File: config.mk
export PLATFORM = sky130hd
export DESIGN_NAME = segments_scan_decoder
export DESIGN_NICKNAME = d
export VERILOG_FILES = /design/src/rtl/segscan_pkg.sv /design/src/rtl/seg_pattern_decode.sv /design/src/rtl/segments_scan_decoder.sv
export SDC_FILE = /design/constraint.sdc
export NUM_CORES = 1
export LEC_CHECK = 0
export CAP_MARGIN = 20
export CORE_UTILIZATION = 50
export CTS_CLUSTER_DIAMETER = 200
export CTS_CLUSTER_SIZE = 14
export DETAILED_ROUTE_END_ITERATION = 10
export PLACE_DENSITY = 0.77
export SYNTH_ARGS = -nofsm -noshare
export SYNTH_HDL_FRONTEND = slang
export SYNTH_HIERARCHICAL = 1
export SYNTH_SLANG_ARGS = --single-unit
File: constraint.sdc
create_clock -name clk -period 3.1 [get_ports clk]
set_input_delay 0.62 -clock clk [delete_from_list [all_inputs] [get_ports clk]]
set_output_delay 0.62 -clock clk [all_outputs]
set_load 0.005 [all_outputs]
File: src/rtl/segscan_pkg.sv
// Shared constants for the segment-bus scan decoder: active-low segment patterns
// (bit6..bit0 = top, upper-right, lower-right, bottom, lower-left, upper-left, middle).
package segscan_pkg;

   localparam logic [6:0] SEG_PAT_0     = 7'b0000001;
   localparam logic [6:0] SEG_PAT_1     = 7'b1001111;
   localparam logic [6:0] SEG_PAT_2     = 7'b0010010;
   localparam logic [6:0] SEG_PAT_3     = 7'b0000110;
   localparam logic [6:0] SEG_PAT_4     = 7'b1001100;
   localparam logic [6:0] SEG_PAT_5     = 7'b0100100;
   localparam logic [6:0] SEG_PAT_6     = 7'b0100000;
   localparam logic [6:0] SEG_PAT_7     = 7'b0001111;
   localparam logic [6:0] SEG_PAT_8     = 7'b0000000;
   localparam logic [6:0] SEG_PAT_9     = 7'b0001100;
   localparam logic [6:0] SEG_PAT_BLANK = 7'b1111111;

   localparam logic [3:0] CODE_BLANK   = 4'hF;
   localparam logic [3:0] CODE_INVALID = 4'hE;

   typedef enum logic [1:0] {IDLE, TRACK, LOCKED} state_e;

endpackage

File: src/rtl/seg_pattern_decode.sv
// Combinational lookup from an active-low 7-segment pattern to its 4-bit digit code.
module seg_pattern_decode
   import segscan_pkg::*;
(
   input  logic [6:0] pat,
   output logic [3:0] code
);

   always_comb begin
      code = CODE_INVALID;
      case (pat)
         SEG_PAT_0:     code = 4'd0;
         SEG_PAT_1:     code = 4'd1;
         SEG_PAT_2:     code = 4'd2;
         SEG_PAT_3:     code = 4'd3;
         SEG_PAT_4:     code = 4'd4;
         SEG_PAT_5:     code = 4'd5;
         SEG_PAT_6:     code = 4'd6;
         SEG_PAT_7:     code = 4'd7;
         SEG_PAT_8:     code = 4'd8;
         SEG_PAT_9:     code = 4'd9;
         SEG_PAT_BLANK: code = CODE_BLANK;
         default:       code = CODE_INVALID;
      endcase
   end

endmodule

File: src/rtl/segments_scan_decoder.sv
// Recovers per-digit codes from a multiplexed common-anode segment bus and publishes
// snapshots via valid/ready. Define SEGSCAN_DP_CAPTURE_EN to also capture decimal points.
module segments_scan_decoder
   import segscan_pkg::*;
#(
   parameter int unsigned NUM_DIGITS = 8,
   parameter int unsigned STABLE_CNT = 4,
   parameter int unsigned CNT_W      = $clog2(STABLE_CNT + 1)
) (
   input  logic                    clk,
   input  logic                    rst_n,
   input  logic [7:0]              seg_in,
   input  logic [NUM_DIGITS-1:0]   dig_sel_n,
   output logic [4*NUM_DIGITS-1:0] frame_digits,
   output logic                    frame_valid,
   input  logic                    frame_ready,
   output logic [7:0]              sel_err_cnt
`ifdef SEGSCAN_DP_CAPTURE_EN
   ,
   output logic [NUM_DIGITS-1:0]   frame_dp
`endif
);

   localparam int unsigned IDX_W = (NUM_DIGITS > 1) ? $clog2(NUM_DIGITS) : 1;

   logic [NUM_DIGITS-1:0]   sel;
   logic                    sel_idle, sel_one, sel_err;
   logic [IDX_W-1:0]        sel_idx;
   logic [3:0]              dec_code;
   logic                    dp_in;
   logic                    same_key;

   state_e                  state_q, state_d;
   logic [IDX_W-1:0]        cur_idx_q, cur_idx_d;
   logic [3:0]              cur_code_q, cur_code_d;
   logic                    cur_dp_q, cur_dp_d;
   logic [CNT_W-1:0]        stab_cnt_q, stab_cnt_d;
   logic [4*NUM_DIGITS-1:0] live_q, live_d;
   logic [NUM_DIGITS-1:0]   live_dp_q, live_dp_d;
   logic                    dirty_q, dirty_d;
   logic [4*NUM_DIGITS-1:0] frame_q, frame_d;
   logic [NUM_DIGITS-1:0]   frame_dp_q, frame_dp_d;
   logic                    valid_q, valid_d;
   logic [7:0]              err_cnt_q, err_cnt_d;
   logic                    commit, commit_chg, load, load_frame;

   assign sel      = ~dig_sel_n;
   assign sel_idle = (sel == '0);
   assign sel_one  = !sel_idle && ((sel & (sel - NUM_DIGITS'(1))) == '0);
   assign sel_err  = !sel_idle && !sel_one;

   always_comb begin
      sel_idx = '0;
      for (int i = 0; i < NUM_DIGITS; i++) begin
         if (sel[i]) sel_idx = IDX_W'(i);
      end
   end

   seg_pattern_decode u_decode (
      .pat  (seg_in[7:1]),
      .code (dec_code)
   );

   // Without DP capture the DP line is tied to a constant so it never affects tracking.
`ifdef SEGSCAN_DP_CAPTURE_EN
   assign dp_in = ~seg_in[0];
`else
   logic unused_dp;
   assign unused_dp = seg_in[0];
   assign dp_in     = 1'b0;
`endif

   assign same_key = (sel_idx == cur_idx_q) && (dec_code == cur_code_q) && (dp_in == cur_dp_q);

   always_comb begin
      state_d    = state_q;
      cur_idx_d  = cur_idx_q;
      cur_code_d = cur_code_q;
      cur_dp_d   = cur_dp_q;
      stab_cnt_d = stab_cnt_q;
      commit     = 1'b0;
      load       = 1'b0;
      case (state_q)
         IDLE: begin
            if (sel_one) load = 1'b1;
         end
         TRACK: begin
            if (!sel_one) begin
               state_d    = IDLE;
               stab_cnt_d = '0;
            end else if (same_key) begin
               stab_cnt_d = stab_cnt_q + CNT_W'(1);
               if (stab_cnt_d == CNT_W'(STABLE_CNT)) begin
                  commit  = 1'b1;
                  state_d = LOCKED;
               end
            end else begin
               load = 1'b1;
            end
         end
         LOCKED: begin
            if (!sel_one) begin
               state_d    = IDLE;
               stab_cnt_d = '0;
            end else if (!same_key) begin
               load = 1'b1;
            end
         end
         default: state_d = IDLE;
      endcase
      // A fresh sample is itself the first stable sample; with STABLE_CNT=1 it commits now.
      if (load) begin
         cur_idx_d  = sel_idx;
         cur_code_d = dec_code;
         cur_dp_d   = dp_in;
         stab_cnt_d = CNT_W'(1);
         if (STABLE_CNT == 1) begin
            commit  = 1'b1;
            state_d = LOCKED;
         end else begin
            state_d = TRACK;
         end
      end
   end

   always_comb begin
      live_d     = live_q;
      live_dp_d  = live_dp_q;
      commit_chg = 1'b0;
      if (commit) begin
         commit_chg = (live_q[cur_idx_d*4 +: 4] != cur_code_d) || (live_dp_q[cur_idx_d] != cur_dp_d);
         live_d[cur_idx_d*4 +: 4] = cur_code_d;
         live_dp_d[cur_idx_d]     = cur_dp_d;
      end
   end

   always_comb begin
      load_frame = !valid_q && dirty_q;
      valid_d    = valid_q ? !frame_ready : dirty_q;
      dirty_d    = commit_chg || (dirty_q && !load_frame);
      frame_d    = load_frame ? live_q : frame_q;
      frame_dp_d = load_frame ? live_dp_q : frame_dp_q;
      err_cnt_d  = (sel_err && (err_cnt_q != 8'hFF)) ? err_cnt_q + 8'd1 : err_cnt_q;
   end

   always_ff @(posedge clk or negedge rst_n) begin
      if (!rst_n) begin
         state_q    <= IDLE;
         cur_idx_q  <= '0;
         cur_code_q <= CODE_BLANK;
         cur_dp_q   <= 1'b0;
         stab_cnt_q <= '0;
         live_q     <= '1;
         live_dp_q  <= '0;
         dirty_q    <= 1'b0;
         frame_q    <= '1;
         frame_dp_q <= '0;
         valid_q    <= 1'b0;
         err_cnt_q  <= '0;
      end else begin
         state_q    <= state_d;
         cur_idx_q  <= cur_idx_d;
         cur_code_q <= cur_code_d;
         cur_dp_q   <= cur_dp_d;
         stab_cnt_q <= stab_cnt_d;
         live_q     <= live_d;
         live_dp_q  <= live_dp_d;
         dirty_q    <= dirty_d;
         frame_q    <= frame_d;
         frame_dp_q <= frame_dp_d;
         valid_q    <= valid_d;
         err_cnt_q  <= err_cnt_d;
      end
   end

   assign frame_digits = frame_q;
   assign frame_valid  = valid_q;
   assign sel_err_cnt  = err_cnt_q;
`ifdef SEGSCAN_DP_CAPTURE_EN
   assign frame_dp     = frame_dp_q;
`else
   logic [NUM_DIGITS-1:0] unused_frame_dp;
   assign unused_frame_dp = frame_dp_q;
`endif

endmodule

Word level (Yosys, flattened, before mapping)

Index checks and enable logic that the tools add are counted.
W data, S select, Z words.

Flip-flop bits (word level): 95
Input bits: 19
Output and inout port bits: 41
Logic and storage cells: 106

Add/subtract/negate cells: 4
Magnitude comparators: 2
Equal/unequal tests: 22
Shifts and indexed selects: 3
Mux-type cells: 38
Bitwise operators: 3
Reductions and logical operators: 23

Operators by type and width:

| operator                  | number |
|---|---|
| $pmux W4 S11              | 1 |
| $neg A5 Y34               | 1 |
| $shift A4 B34 Y32 const A | 1 |
| $shiftx A4 B34 Y32        | 1 |
| $bwmux W32                | 1 |
| $shiftx A32 B6 Y4         | 1 |
| $mux W3                   | 10 |
| $eq A7 B7 Y1 const B      | 3 |
| $logic_not A8 Y1          | 2 |
| $eq A7 B4 Y1 const B      | 2 |
| $eq A7 B6 Y1 const B      | 2 |
| $mux W1                   | 13 |
| $mux W2                   | 6 |
| $add A8 B1 Y8 const B     | 1 |
| $and A8 B8 Y8             | 1 |
| $bwmux W8                 | 1 |
| $logic_and A1 B1 Y1       | 8 |
| $ne A4 B4 Y1 const B      | 2 |
| $ne A8 B8 Y1 const B      | 1 |
| $not A8 Y8                | 1 |
| $sub A8 B1 Y8 const B     | 1 |
| $eq A7 B1 Y1 const B      | 1 |
| $eq A7 B3 Y1 const B      | 1 |
| $eq A7 B5 Y1 const B      | 1 |
| other kinds (27)          | 32 |

Depth between registers and ports, before layout

Gate-level depths: netlist of the first run.

Depth in word-level cells: 21
Depth in mapped cells: 20
Gate-level depth less buffers: 18

Cells and area by module

The synthesis of the first run kept the hierarchy.

By module, submodules not included:

| module                | times used | cells each | area an instance (µm²) | sequential area each (µm²) |
|---|---|---|---|---|
| segments_scan_decoder | 1          | 446        | 4972.3                 | 2462.4 |
| seg_pattern_decode    | 1          | 45         | 321.6                  | 0.0 |

Worst setup path after synthesis of the first run

OpenSTA, ideal clock, no wires.

Path type: input to register
From: input port seg_in[4]
To: register live_q[2]
Setup time: 0.085 ns
Arrival time: 3.948 ns
Required time: 3.015 ns
Setup slack: -0.933 ns
Stages: 18
Buffers on the path: 2
Cell sequence: buf_4 -> xor2_1 -> nor3_1 -> a21oi_1 -> o31ai_1 -> xnor2_1 -> nand4_1 -> or4b_1 -> buf_2 -> nand2_2 -> nand2_1 -> a21boi_2 -> inv_2 -> nor2_2 -> ha_1 -> nor2_4 -> nand4_4 -> mux2_1

Word-level cells in the longest chain between the ends: 12
Elaborated cells on any way between the ends: 27
Those cells by class: add/sub (1); eq/ne (11); shift (2); mux (10); reduce/logical (3)

Ends and longest elaborated chain:

| element                                                 | line                                                      | source |
|---|---|---|
| start, declared                                         | segments_scan_decoder.sv:12                               | `input logic [7:0] seg_in,` |
| $eq A7 B7 Y1, or another cell as far along              | seg_pattern_decode.sv:11                                  | `case (pat)` |
| $pmux W4 S11 *                                          | seg_pattern_decode.sv:11                                  |  |
| named net dec_code[1]                                   | segments_scan_decoder.sv:29                               | `logic [3:0] dec_code;` |
| $eq A4 B4 Y1 *                                          | segments_scan_decoder.sv:73                               | `assign same_key = (sel_idx == cur_idx_q) && (dec_code == cur_code_q) && (dp_in == cur_dp_q);` |
| $logic_and A1 B1 Y1 * (2 in a row)                      | segments_scan_decoder.sv:73                               |  |
| $mux W1 *                                               | segments_scan_decoder.sv:91, segments_scan_decoder.sv:105 |  |
| $mux W1 *                                               | segments_scan_decoder.sv:88                               | `if (!sel_one) begin` |
| $pmux W1 S2 *                                           | segments_scan_decoder.sv:83                               | `case (state_q)` |
| $mux W3 *                                               | segments_scan_decoder.sv:112                              | `if (load) begin` |
| named net cur_idx_d[1]                                  | segments_scan_decoder.sv:34                               | `logic [IDX_W-1:0] cur_idx_q, cur_idx_d;` |
| $neg A5 Y34 *                                           | segments_scan_decoder.sv:132                              | `live_d[cur_idx_d*4 +: 4] = cur_code_d;` |
| $shiftx A4 B34 Y32 or $shift A4 B34 Y32 (tied branches) | segments_scan_decoder.sv:132                              |  |
| $bwmux W32 *                                            | segments_scan_decoder.sv:132                              |  |
| end signal, assigned                                    | segments_scan_decoder.sv:166                              | `live_q <= live_d;` |
| end, declared                                           | segments_scan_decoder.sv:38                               | `logic [4*NUM_DIGITS-1:0] live_q, live_d;` |

The timed path passes the listed nets; every way through them passes the cells marked *.
A chain may end at the register's enable or synchronous reset.

Worst setup path after layout of the first run

From: input port seg_in[4]
To: register live_q[25]

The elaborated chain is that of the path after synthesis.

==> results of run 1 <==
## kinds of logic (layout without fill, tap and decap cells)
logic type | after synthesis | in the layout | share of synthesized area
DFF | 95 | 95 | 0.4651
buffers and inverters | 47 | 232 | 0.04302
and+or+nand+nor | 148 | 148 | 0.1579
muxes | 64 | 64 | 0.1446
AOI/OAI and AO/OA | 107 | 107 | 0.1328
adders and majority gates | 11 | 11 | 0.02505
xor gates and xnor gates | 19 | 19 | 0.03143
## where the power goes
part           internal [uW]  switching, uW  leakage, uW  total, uW
registers               1380            118      0.00106       1500
logic                    845            818      0.00217       1660
clock network            405            456     0.000102        861
total                   2630           1390      0.00333       4020
## layout by cell type (no fill, tap or decap), drive strengths merged, types with 2 or more instances in the layout
cell type	synthesis	layout
a211oi	2	2
a21boi	9	9
a21oi	17	17
a221o	3	3
a22o	2	2
a31o	3	3
a31oi	3	3
a32oi	8	8
and2	5	5
and3	3	3
and4b	2	2
buf	16	141
clkbuf	7	12
clkdlybuf4s50	0	50
dfrtp	27	27
dfstp	68	68
ha	9	9
inv	24	26
maj3	2	2
mux2	47	47
mux2i	12	12
mux4	5	5
nand2	44	44
nand2b	5	5
nand3	18	18
nand4	12	12
nand4b	2	2
nor2	28	28
nor2b	3	3
nor3	11	11
nor3b	3	3
nor4	2	2
o211ai	4	4
o21ai	41	41
o221ai	2	2
o22ai	3	3
o31ai	2	2
or2	2	2
xnor2	13	13
xor2	6	6
## worst paths after layout
path                                    to  slack [ns]  cells after the start
max                             live_q[25]       -0.69                     22
min                                dirty_q        0.36                      1
max reg2reg                     live_q[25]       -0.20                     17
min reg2reg                frame_digits[0]        0.48                      2
max in group asynchronous  frame_digits[8]        1.94                      2
min in group clk           frame_digits[0]        0.48                      2
## stage by stage
| stage | area [sq um] | total power, uW | hold WS [ns] | instances |
|---|---|---|---|---|
| 2_1_floorplan | 5391 | 2206 | 0.3244 | 491 |
| 3_3_place_gp | 6761 | 2795 | 0.4637 | 765 |
| 3_5_place_dp | 6789 | 2836 | 0.4679 | 766 |
| 4_1_cts | 7478 | 3846 | 0.3704 | 804 |
| 5_1_grt | 7809 | 4221 | 0.3943 | 812 |
| 6_report | 7809 | 4023 | 0.3571 | 812 |
## sequential cells by signal, summed over array words and instances, names as in the netlist
| register | flops |
|---|---|
| frame_valid | 1 |
| cur_code_q | 4 |
| sel_err_cnt | 8 |
| stab_cnt_q | 3 |
| cur_idx_q | 3 |
| dirty_q | 1 |
| cur_dp_q | 1 |
| frame_digits | 32 |
| state_q | 2 |
| live_q | 32 |
| live_dp_q | 8 |
## per-layer routing
layer  up-vias  part of all wire  wire [microns]
li1       2148                 -               -
met5         -                 0               0
met1      2314              0.42            6202
met3        40             0.053             783
met4         0             0.027             405
met2       184              0.50            7368
## critical path: cells and delay by family
kind	cells	cell delay, ns
simple gates	7	1.31
buf+inv	8	1.05
compound gates	4	0.55
xor+xnor	2	0.30
fa+ha+maj	1	0.25
## final cells by class
cell class                      instances  area, sq um
Tap cell                              136        170.2
Sequential cell                        95         2462
Timing Repair Buffer                  192         1720
Inverter                               24        95.09
Clock inverter                          5        66.31
Clock buffer                           11        141.4
Fill cell                             644         2469
Multi-Input combinational cell        349         3153
## synth_stat cells, types with 5 or more instances
master                      n
sky130_fd_sc_hd__dfstp_2   68
sky130_fd_sc_hd__nand2_1   42
sky130_fd_sc_hd__mux2_2    32
sky130_fd_sc_hd__dfrtp_1   27
sky130_fd_sc_hd__inv_1     22
sky130_fd_sc_hd__nor2_1    22
sky130_fd_sc_hd__o21ai_0   22
sky130_fd_sc_hd__o21ai_1   19
sky130_fd_sc_hd__a21oi_1   17
sky130_fd_sc_hd__mux2_1    15
sky130_fd_sc_hd__nand3_1   14
sky130_fd_sc_hd__xnor2_1   13
sky130_fd_sc_hd__mux2i_1   11
sky130_fd_sc_hd__nand4_1   11
sky130_fd_sc_hd__ha_1       9
sky130_fd_sc_hd__nor3_1     9
sky130_fd_sc_hd__a21boi_1   8
sky130_fd_sc_hd__a32oi_1    8
sky130_fd_sc_hd__buf_2      8
sky130_fd_sc_hd__clkbuf_1   7
sky130_fd_sc_hd__xor2_1     6
sky130_fd_sc_hd__and2_1     5
sky130_fd_sc_hd__mux4_2     5
sky130_fd_sc_hd__nand2b_1   5
## what timing repair did
action | 4_1_cts | 5_1_grt
gates cloned | 1 | 0
buffers inserted | 22 | 14
gates resized for setup | 104 | 81
pin swaps | 33 | 41
setup endpoints to repair | 54 | 54
==> out/results.ini, run 1 <==
[timing]
worst_slew_margin_rel = 0.4348
timing_worst_slew_pin_value_ns = 0.8478
grt_setup_unrepaired = true
report.final.setup_viol = 45
period_share = 1.223
finalWorstPathRequiredPeriod_ns = 3.792
timing.clock.skew_ns = 0.01770
tns_ns = -22.99
timing_hold_violations_final = 0
timing.fmax_mhz = 263.7
number_of_max_slew_violations_in_the_final_report = 0
timing.final.ws_setup_ns = -0.6922

[grt]
grt_antenna_before_repair = 0
grt_use_total = 0.2679
global_route.usage.met1 = 0.3410
globalRoute.totalOverflow = 0
busiest_layer = met2
first_global_vias = 4722
global_route_wire_length_before_repair_mm = 23.13
gr-usage-met2 = 0.4437
grt_met3_usage = 0.06176
grt_max_degree = 69

[cts]
tritoncts = done
clockBufferDepth = 2
cts-hold-fix-buffers = 0
clock-root-buffer = sky130_fd_sc_hd__clkbuf_8
clkTransAtPathRegs_ns = 0.10
clock_sinks = 95
cts_made_buffers = 9
cts_max_level = 3
clk-insertion-delay-late_ns = 0.38

[logic_synthesis]
post_synth_main_area_contributors = sky130_fd_sc_hd__dfstp_2, sky130_fd_sc_hd__dfrtp_1, sky130_fd_sc_hd__mux2_2
synth.ff_latch_count = 95
number_of_flops_mapped_to_enable_cells_by_yosys = 0
mappedNetlistArea_sq_um = 5294
number_of_unique_standard_cell_types_used_by_synthesis = 74
synth.net_count = 519
yosysSeqAreaShare = 0.4651
yosysWarnings = 6
yosys.area.top_type_share = 0.3375
syn_area_per_cell_sq_um = 10.78
netlist_instances = 491
synthArstFlopShare = 1.000
postSynth.topFlopCell = sky130_fd_sc_hd__dfstp_2
yosysTopAreaCell = sky130_fd_sc_hd__dfstp_2

[drt]
drc = 0
routedWlPerCell_microns = 18.18
drt.antenna.violating_nets = 0
number_of_drc_markers_in_iteration_0 = 394
drt-vias-per-instance = 5.771
num_vias = 4686
wl_mm = 14.76
drt_pre_antenna_iters = 5

[setup_path]
worstSetupStartpointType = input pin
critPathArrivalTime_ns = 4.09
timing.critical_path.slowest_cell_delay_ns = 0.31
endpoint_kind = register
timing.critical_path.cells = buf_6, buf_6, buf_6, buf_4, xnor2_1, a31oi_1, o21ai_2, xnor2_2, nand4_1, buf_4, nor4b_4, buf_4, o21ai_4, nand2_4, inv_4, nor2_4, ha_4, nor2_4, buf_6, nand4b_4, nand2_2, o21ai_2
setup.worst_path.start = seg_in[4]
largest_fanout_on_the_critical_path = 8
critical-path-slowest-cell = sky130_fd_sc_hd__nor4b_4
setup.worst_path.class = input pin to register
timing.rr.start = state_q[1]
crit_path_frequent_cell = sky130_fd_sc_hd__buf_6
critPathRequiredTime_ns = 3.40

[die]
placeableCoreArea_sq_um = 10280
floorplan.io_pins = 60
die_w_microns = 104.9
die_h_microns = 104.9
row_count = 37
start_util = 0.5151
die_area_sq_um = 11000

[cells_and_area]
final_nets = 699
flow.area_growth_from_synthesis_pct = 47.51
finish.utilization = 0.7598
num_antenna_cells = 0
post_route_cells_drive_above_1_share = 0.5636

[placed_design]
dp.final_hpwl_mm = 9.724
port_buffers = 58
placement.setup.worst_slack_ns = -1.418
place_congestion = 0.9045

[hold_path]
hold_path.class = input pin to async pin

[pwr]
cellLeakagePower_uw = 0.003333
power_per_cell_area_nw_per_um2 = 515.3
max-vdd-ir-drop_mv = 0.3492

[status]
outcome = complete, but fails checks
violations_in_the_final_reports = negative setup slack

[run]
drv.max_cap_violation_count = 0

(Power assumes the default switching activity.)
==> run 2, diff against run 1 <==
--- a/config.mk
+++ b/config.mk
@@ -7,10 +7,10 @@
 export LEC_CHECK = 0
 export CAP_MARGIN = 20
 export CORE_UTILIZATION = 50
-export CTS_CLUSTER_DIAMETER = 200
 export CTS_CLUSTER_SIZE = 14
 export DETAILED_ROUTE_END_ITERATION = 10
 export PLACE_DENSITY = 0.77
+export SETUP_SLACK_MARGIN = 0.4
 export SYNTH_ARGS = -nofsm -noshare
 export SYNTH_HDL_FRONTEND = slang
 export SYNTH_HIERARCHICAL = 1
==> run 2 against run 1 <==
Against the previous run: the run still ends with negative setup slack left; die area is the same; sequential share of layout area is 0.066 points lower; sequential cell count stayed put; clock power shrank 5.8%; worst hold slack worse by 0.027 ns; via count rose by 1.7%; cell count up 1.2%.
==> out/results.ini, run 2 (synthesis results as in run 1) <==
[setup_path]
cp.depth = 19
worstSetupStartpointType = input pin
endpoint_kind = register
timing.critical_path.cells = buf_6, buf_6, buf_6, nor4_4, a21oi_2, o31ai_2, xnor2_1, nand4_1, buf_4, or4b_4, nand2_4, nand2_2, a21boi_4, inv_4, nor2_4, ha_4, nor2_4, nand4_4, mux2_4
critical-path-slowest-cell = sky130_fd_sc_hd__or4b_4
critical_path.n_buffers_inverters = 5
cp_top_family = simple AND/OR/NAND/NOR gates
crit_path_frequent_cell = sky130_fd_sc_hd__buf_6
regToRegEndpoint = live_q[2]
timing.rr.start = state_q[1]
critPathArrivalTime_ns = 4.09
largest_fanout_on_the_critical_path = 5
critPathRequiredTime_ns = 3.41
setup.worst_path.start = seg_in[4]
worst_reg2reg_path_length_in_cells = 13
setup.worst_path.class = input pin to register
ff2ff_setup_slack_ns = -0.10
timing.critical_path.slowest_cell_delay_ns = 0.56
crit_path_end = live_q[2]

[timing]
worst_slew_margin_rel = 0.4579
final.hold.worst_slack_ns = 0.3300
timing.clock.skew_ns = 0.01552
period_share = 1.221
timing.fmax_mhz = 264.2
grt_setup_unrepaired = true
finalWorstPathRequiredPeriod_ns = 3.785
timing_worst_slew_pin_value_ns = 0.8131
timing.final.ws_setup_ns = -0.6846
tns_ns = -25.59
timing_hold_violations_final = 0
report.final.setup_viol = 51
number_of_max_slew_violations_in_the_final_report = 0

[grt]
grt_antenna_before_repair = 0
globalRoute.totalOverflow = 0
global_route_wire_length_before_repair_mm = 23.65
first_global_vias = 4671
grt_max_degree = 66
grt_use_total = 0.2757

[pwr]
max-vdd-ir-drop_mv = 0.4912
cellLeakagePower_uw = 0.003401
total_power_uw = 4110
power_per_cell_area_nw_per_um2 = 525.3

[die]
row_count = 37
start_util = 0.5151
floorplan.io_pins = 60
die_h_microns = 104.9
die_w_microns = 104.9
placeableCoreArea_sq_um = 10280
die_area_sq_um = 11000

[drt]
drt.antenna.violating_nets = 0
routedWlPerCell_microns = 18.75
drt_pre_antenna_iters = 6
drt-vias-per-instance = 5.797
drc = 0
wl_mm = 15.41
number_of_drc_markers_in_iteration_0 = 321
num_vias = 4765

[cts]
clk-insertion-delay-late_ns = 0.38
cts_made_buffers = 9
cts_max_level = 3
tritoncts = done
clkTransAtPathRegs_ns = 0.11
clock-root-buffer = sky130_fd_sc_hd__clkbuf_8
clockBufferDepth = 2
cts-hold-fix-buffers = 0
clock_sinks = 95

[hold_path]
hold_path.class = input pin to async pin

[placed_design]
placement.setup.worst_slack_ns = -1.348
dp.final_hpwl_mm = 9.908
place_congestion = 0.8861
port_buffers = 58

[status]
violations_in_the_final_reports = negative setup slack
outcome = complete, but fails checks

[cells_and_area]
finish.utilization = 0.7614
post_route_cells_drive_above_1_share = 0.5729
most_common_cell_after_layout_fill_and_taps_aside = sky130_fd_sc_hd__buf_4
fillerInstances = 653
num_antenna_cells = 0
final_nets = 709
layout.cells.most_common_list = sky130_fd_sc_hd__buf_4, sky130_fd_sc_hd__dfstp_2, sky130_fd_sc_hd__clkdlybuf4s50_1
flow.area_growth_from_synthesis_pct = 47.81

[run]
drv.max_cap_violation_count = 0

## run 2: metrics by stage
step	instances	cell area, sq um
after floorplan	491	5401
after global placement	764	6764
after detailed placement	764	6764
after CTS	801	7515
after global routing	822	7825
final	822	7825
## run 2: final cells by class
cell class | instances | area, sq um | area share
clock inverter | 5 | 38.79 | 0.004957
timing repair buffer | 202 | 1812 | 0.2315
multi-input combinational | 349 | 3093 | 0.3953
clock buffer | 11 | 151.4 | 0.01935
sequential | 95 | 2462 | 0.3147
tap | 136 | 170.2 | 0.02175
inverter | 24 | 97.59 | 0.01247
## run 2: how the worst min path moves through the flow
stage / slack [ns] / startpoint / cells past startpoint / to
5_1_grt: 0.39 / rst_n / 1 / frame_valid
4_1_cts: 0.36 / rst_n / 1 / stab_cnt_q[1]
6_report: 0.33 / rst_n / 1 / stab_cnt_q[2]
3_3_place_gp: 0.47 / frame_digits[11] / 2 / frame_digits[11]
2_1_floorplan: 0.32 / rst_n / 0 / cur_dp_q
3_5_place_dp: 0.48 / live_q[19] / 2 / live_q[19]
## run 2: per-layer routing
metal  wire (microns)  vias up  global-route usage
li1                 -     2165                   -
met1             6682     2389              0.3682
met2             7604      173              0.4518
met3              744       38             0.05053
met4              382        0             0.09557
met5                0        -                   0
## run 2: report_power, final
group | switching, uW | internal (uW) | leakage, uW
clock | 466 | 345 | 0.000102
sequential | 114 | 1380 | 0.00106
combinational | 881 | 924 | 0.00224
total | 1460 | 2650 | 0.00340
## run 2: repair_timing
item | in CTS | in global routing
gates resized for setup | 134 | 49
setup buffers | 20 | 21
pin swaps | 36 | 27
gates cloned | 1 | 0
setup endpoints to repair | 56 | 56
